File: config.mk
export PLATFORM = sky130hd
export DESIGN_NAME = io_port_bridge
export DESIGN_NICKNAME = d
export VERILOG_FILES = /design/src/rtl/io_port_bridge.sv
export SDC_FILE = /design/constraint.sdc
export NUM_CORES = 1
export LEC_CHECK = 0
export BUFFER_PORTS_ARGS = -buffer_cell sky130_fd_sc_hd__buf_2
export CORE_MARGIN = 2
export CORE_UTILIZATION = 54
export CTS_CLUSTER_SIZE = 24
export DETAILED_ROUTE_END_ITERATION = 8
export PLACE_DENSITY = 0.77
export SYNTH_ARGS = -nofsm -noshare
export SYNTH_HDL_FRONTEND = slang
export SYNTH_SLANG_ARGS = --single-unit
File: constraint.sdc
create_clock -name clk -period 2.9 [get_ports clk]
set_clock_uncertainty 0.2 [all_clocks]
set_input_delay 0.29 -clock clk [delete_from_list [all_inputs] [get_ports clk]]
set_output_delay 0.29 -clock clk [all_outputs]
set_load 0.02 [all_outputs]
File: src/rtl/io_port_bridge.sv
// ============================================================================
// Module   : io_port_bridge
// Brief    : Processor I/O bridge with an input FIFO, a registered output port,
//            a data-available interrupt and a sticky overflow flag.
// Revision : 1.0
// ============================================================================
`default_nettype none

module io_port_bridge #(
    parameter int DATA_W = 16,
    parameter int DEPTH  = 4
) (
    input  logic              clk,
    input  logic              rst,
    input  logic [DATA_W-1:0] ext_in_data,
    input  logic              ext_in_valid,
    output logic              ext_in_ready,
    input  logic              in_rd,
    output logic [DATA_W-1:0] inputPort,
    output logic              in_empty,
    input  logic              out_wr,
    input  logic [DATA_W-1:0] out_wdata,
    output logic [DATA_W-1:0] outputPort,
    output logic              out_valid,
    input  logic              irq_en,
    output logic              interrupt,
    input  logic              clr_ovf,
    output logic              overflow
);

    localparam int AW = (DEPTH > 1) ? $clog2(DEPTH) : 1;
    localparam logic [AW:0] c_FULL = (AW+1)'(DEPTH);

    logic [DATA_W-1:0] r_mem [DEPTH];
    logic [AW-1:0]     r_wr_ptr;
    logic [AW-1:0]     r_rd_ptr;
    logic [AW:0]       r_count;
    logic [DATA_W-1:0] r_out_data;
    logic              r_out_valid;
    logic              r_irq;
    logic              r_ovf;

    logic              w_ready;
    logic              w_empty;
    logic              w_push;
    logic              w_pop;

    // Flags come only from registered count, so a pop never frees a slot
    // for a push in the same cycle.
    assign w_ready = (r_count != c_FULL);
    assign w_empty = (r_count == '0);
    assign w_push  = ext_in_valid & w_ready;
    assign w_pop   = in_rd & ~w_empty;

    always_ff @(posedge clk) begin
        if (w_push) begin
            r_mem[r_wr_ptr] <= ext_in_data;
        end
    end

    always_ff @(posedge clk) begin
        if (rst) begin
            r_wr_ptr <= '0;
            r_rd_ptr <= '0;
            r_count  <= '0;
        end else begin
            if (w_push) begin
                r_wr_ptr <= r_wr_ptr + 1'b1;
            end
            if (w_pop) begin
                r_rd_ptr <= r_rd_ptr + 1'b1;
            end
            if (w_push && !w_pop) begin
                r_count <= r_count + 1'b1;
            end else if (w_pop && !w_push) begin
                r_count <= r_count - 1'b1;
            end
        end
    end

    always_ff @(posedge clk) begin
        if (rst) begin
            r_irq <= 1'b0;
            r_ovf <= 1'b0;
        end else begin
            // Pulse only on the empty to non-empty transition.
            r_irq <= irq_en & w_push & w_empty;
            if (clr_ovf) begin
                r_ovf <= 1'b0;
            end else if (ext_in_valid && !w_ready) begin
                r_ovf <= 1'b1;
            end
        end
    end

    always_ff @(posedge clk) begin
        if (rst) begin
            r_out_data  <= '0;
            r_out_valid <= 1'b0;
        end else begin
            r_out_valid <= out_wr;
            if (out_wr) begin
                r_out_data <= out_wdata;
            end
        end
    end

    assign ext_in_ready = w_ready;
    assign in_empty     = w_empty;
    assign inputPort    = w_empty ? '0 : r_mem[r_rd_ptr];
    assign outputPort   = r_out_data;
    assign out_valid    = r_out_valid;
    assign interrupt    = r_irq;
    assign overflow     = r_ovf;

endmodule

`default_nettype wire

==> results.cfg <==
[run_status]
status = completed

[timing]
final-hold-violation-count = 0
fmax_mhz = 400
grt_setup_unrepaired = no
finalSetupViolCount = 0
finalWorstSetupSlack_ps = 398
drv_slew = 0
fin_crit_sh_pct = 86.3
worst_slew_pin_slew_ps = 723
slew_headroom_pct = 51.7
tns_ps = 0
fin_crit_ps = 2500

[placement]
post-dp-hpwl_um = 3940
pre_cts_ws_ps = 400
portBuffers = 75
place.gp.congestion = 0.690

[global_route]
grt-ovfl-total = 0
grt_start_max_net_pins = 29
antenna_found_initial = 0
globalRouteMet2Util_pct = 31.5
grt_util_met1_pct = 21.8
grt_pass1_vias = 2160
grt_usage_pct = 18.4
grt_pass1_wl_um = 10100
grt_busiest_layer = met2
grt_use_met3_pct = 5.20

[floorplanning]
rows = 29
pin_count = 76
die_h_um = 85.6
dieArea_um2 = 7330
die_w_um = 85.6
coreArea_um2 = 6390
initial_utilization_pct = 56.3

[logic_synthesis]
netlist_instances = 211
synth_fa_ha_area_share_pct = 2.30
synth-xor-area-share_pct = 0.731
synth_area_um2 = 3600
synth_mux_area_share_pct = 15.7
yosysUniqueCellTypes = 27
synth-simple-area-share_pct = 8.56
ys_ff_latch = 92
synth_top_family_by_area = multiplexers
synth.avg_cell_area_um2 = 17.0
seq_area_frac_synth_pct = 69.0
synth_compound_gate_area_share_pct = 1.18
synthTopCellsByArea = edfxtp_1, dfxtp_1, mux4_2, mux2i_1, mux4_1
yosysTopAreaCellShare_pct = 53.4
ys.warnings.count = 0
synth_top_area_cell = edfxtp_1
syn_nets = 256

[worst_setup_path]
cp.arrival_ps = 2580
required_ps = 2970
startpoint_type = flip-flop
criticalPathCategory = flip-flop to flip-flop
worstRegToRegCells = 8
crit_path_top_delay_cell = dfxtp_1
endpoint_kind = flip-flop
crit_chain = nor3b_2 > nor2_1 > ha_1 > inv_1 > fa_1 > xor2_1 > or3_1 > a21oi_1
critPathMaxFanout = 7
cp_slowest_stage_delay_ps = 470

[clock_network]
cts-root-buf = clkbuf_8
numCtsBuffers = 9
clkLatencyLatePin_ps = 340
htreeDepth = 3
cts_setup_buffers = 0
clk_pin_slew_ps = 80
cts_hold_buf = 32
cts_tree = done
cts.path.max_buffers = 2
postCtsResizedCells = 0
cts_num_sinks = 92

[routing]
antenna_left = 0
firstDrtPassIters = 4
drt_iter0_markers = 140
wl_per_cell_um = 15.5
routed_wl_um = 6320
drc_errors = 0
vias = 2057
viasPerCell = 5.05

[power]
p_leak_nw = 1.85
p_per_area_nw_per_um2 = 775
irDropWorstVdd_mv = 0.501

[final_layout]
syn_to_final_growth_pct = 27.3
n_fill_cell = 420
final_nets = 370
multi_input_area_um2 = 1030
num_antenna_cells = 0
drive_gt1_share_pct = 33.9
regArea_um2 = 2480

[job]
cap_violations = 0

[hold_path]
min_path_type = input pin to flip-flop
holdPathStages = 3
==> cells by family after synthesis <==
group	Yosys count
xor+xnor	3
buf+inv	16
compound gates	8
flops	92
simple gates	52
mux	34
fa+ha+maj	6
==> path summary, 6_finish.rpt <==
kind | endpoint | slack (ps) | start
min reg2reg | outputPort[6] | 300 | outputPort[6]
min | outputPort[14] | 50 | out_wdata[14]
max reg2reg | r_count[2] | 400 | r_count[0]
max | r_count[2] | 400 | r_count[0]
==> power breakdown <==
part / leakage (nW) / internal (mW) / total (mW) / switching [mW]
registers: 0.817 / 1.55 / 1.64 / 0.0893
clock network: 0.100 / 0.421 / 0.818 / 0.396
logic: 0.928 / 0.522 / 1.10 / 0.574
total: 1.85 / 2.49 / 3.55 / 1.06
==> placed cells by master (no fill, tap or decap), types with 2 or more instances in the layout <==
cell type      instances
or3_1                  3
mux4_2                10
xor2_1                 3
clkinv_2               2
dlygate4sd3_1         32
dfxtp_1               28
mux2i_1               18
and2_1                 4
a21oi_1                4
nor2b_4                4
ha_1                   5
inv_1                  5
nor2_1                21
buf_2                 75
nand2b_1               2
nor2b_1               13
mux4_1                 6
buf_4                  6
o21ai_0                3
clkbuf_1               2
clkbuf_8              10
edfxtp_1              64
==> area by class of cell <==
type                    instances  area share [%]
flip-flops and latches         92            54.2
clock buffers                  12            3.17
well taps                      77            2.10
inverters                       5           0.410
clock inverters                 4            1.07
repair buffers                114            16.6
multi-input cells             103            22.4
==> stage by stage <==
stage	hold WS (ps)	area, um^2	power [mW]	util [%]	std cells
finish	48.2	4580	3.55	71.7	407
CTS	23.3	4580	3.59	71.7	407
global placement	257	4070	2.72	63.7	359
global route	47.0	4580	3.74	71.7	407
detailed placement	261	4070	2.74	63.7	359
floorplan	169	3600	2.43	-	211
==> sequential cells by signal, summed over array words and instances, names as in the netlist, named ones only <==
register and flops:
r_mem 64, outputPort 16, r_count 3, r_rd_ptr 2
r_wr_ptr 2, interrupt 1, out_valid 1, overflow 1
==> worst max-delay path, delay by kind of cell (launching register included) <==
family / cells / cell delay, ps
compound gates: 1 / 140
xor+xnor: 1 / 160
fa+ha+maj: 2 / 650
buf+inv: 1 / 60
flops: 1 / 470
simple gates: 3 / 750
==> layer usage <==
metal / part of all wire, % / routed length [um] / up-vias
met5: 0 / 0 / -
met4: 1.3 / 81 / 0
met3: 6.2 / 394 / 8
met2: 49 / 3120 / 68
met1: 43 / 2720 / 975
li1: - / - / 1006
==> synthesized netlist by cell type <==
| master | count |
|---|---|
| a21oi_1 | 4 |
| and2_1 | 4 |
| and4b_1 | 1 |
| buf_12 | 1 |
| buf_2 | 5 |
| buf_6 | 1 |
| clkbuf_1 | 3 |
| clkbuf_2 | 1 |
| dfxtp_1 | 28 |
| edfxtp_1 | 64 |
| fa_1 | 1 |
| ha_1 | 5 |
| inv_1 | 5 |
| mux2i_1 | 18 |
| mux4_1 | 6 |
| mux4_2 | 10 |
| nand2_1 | 1 |
| nand2b_1 | 2 |
| nor2_1 | 21 |
| nor2b_1 | 13 |
| nor2b_4 | 4 |
| nor3_1 | 2 |
| nor3b_2 | 1 |
| o21ai_0 | 3 |
| o31ai_1 | 1 |
| or3_1 | 3 |
| xor2_1 | 3 |
(Power assumes the default switching activity.)
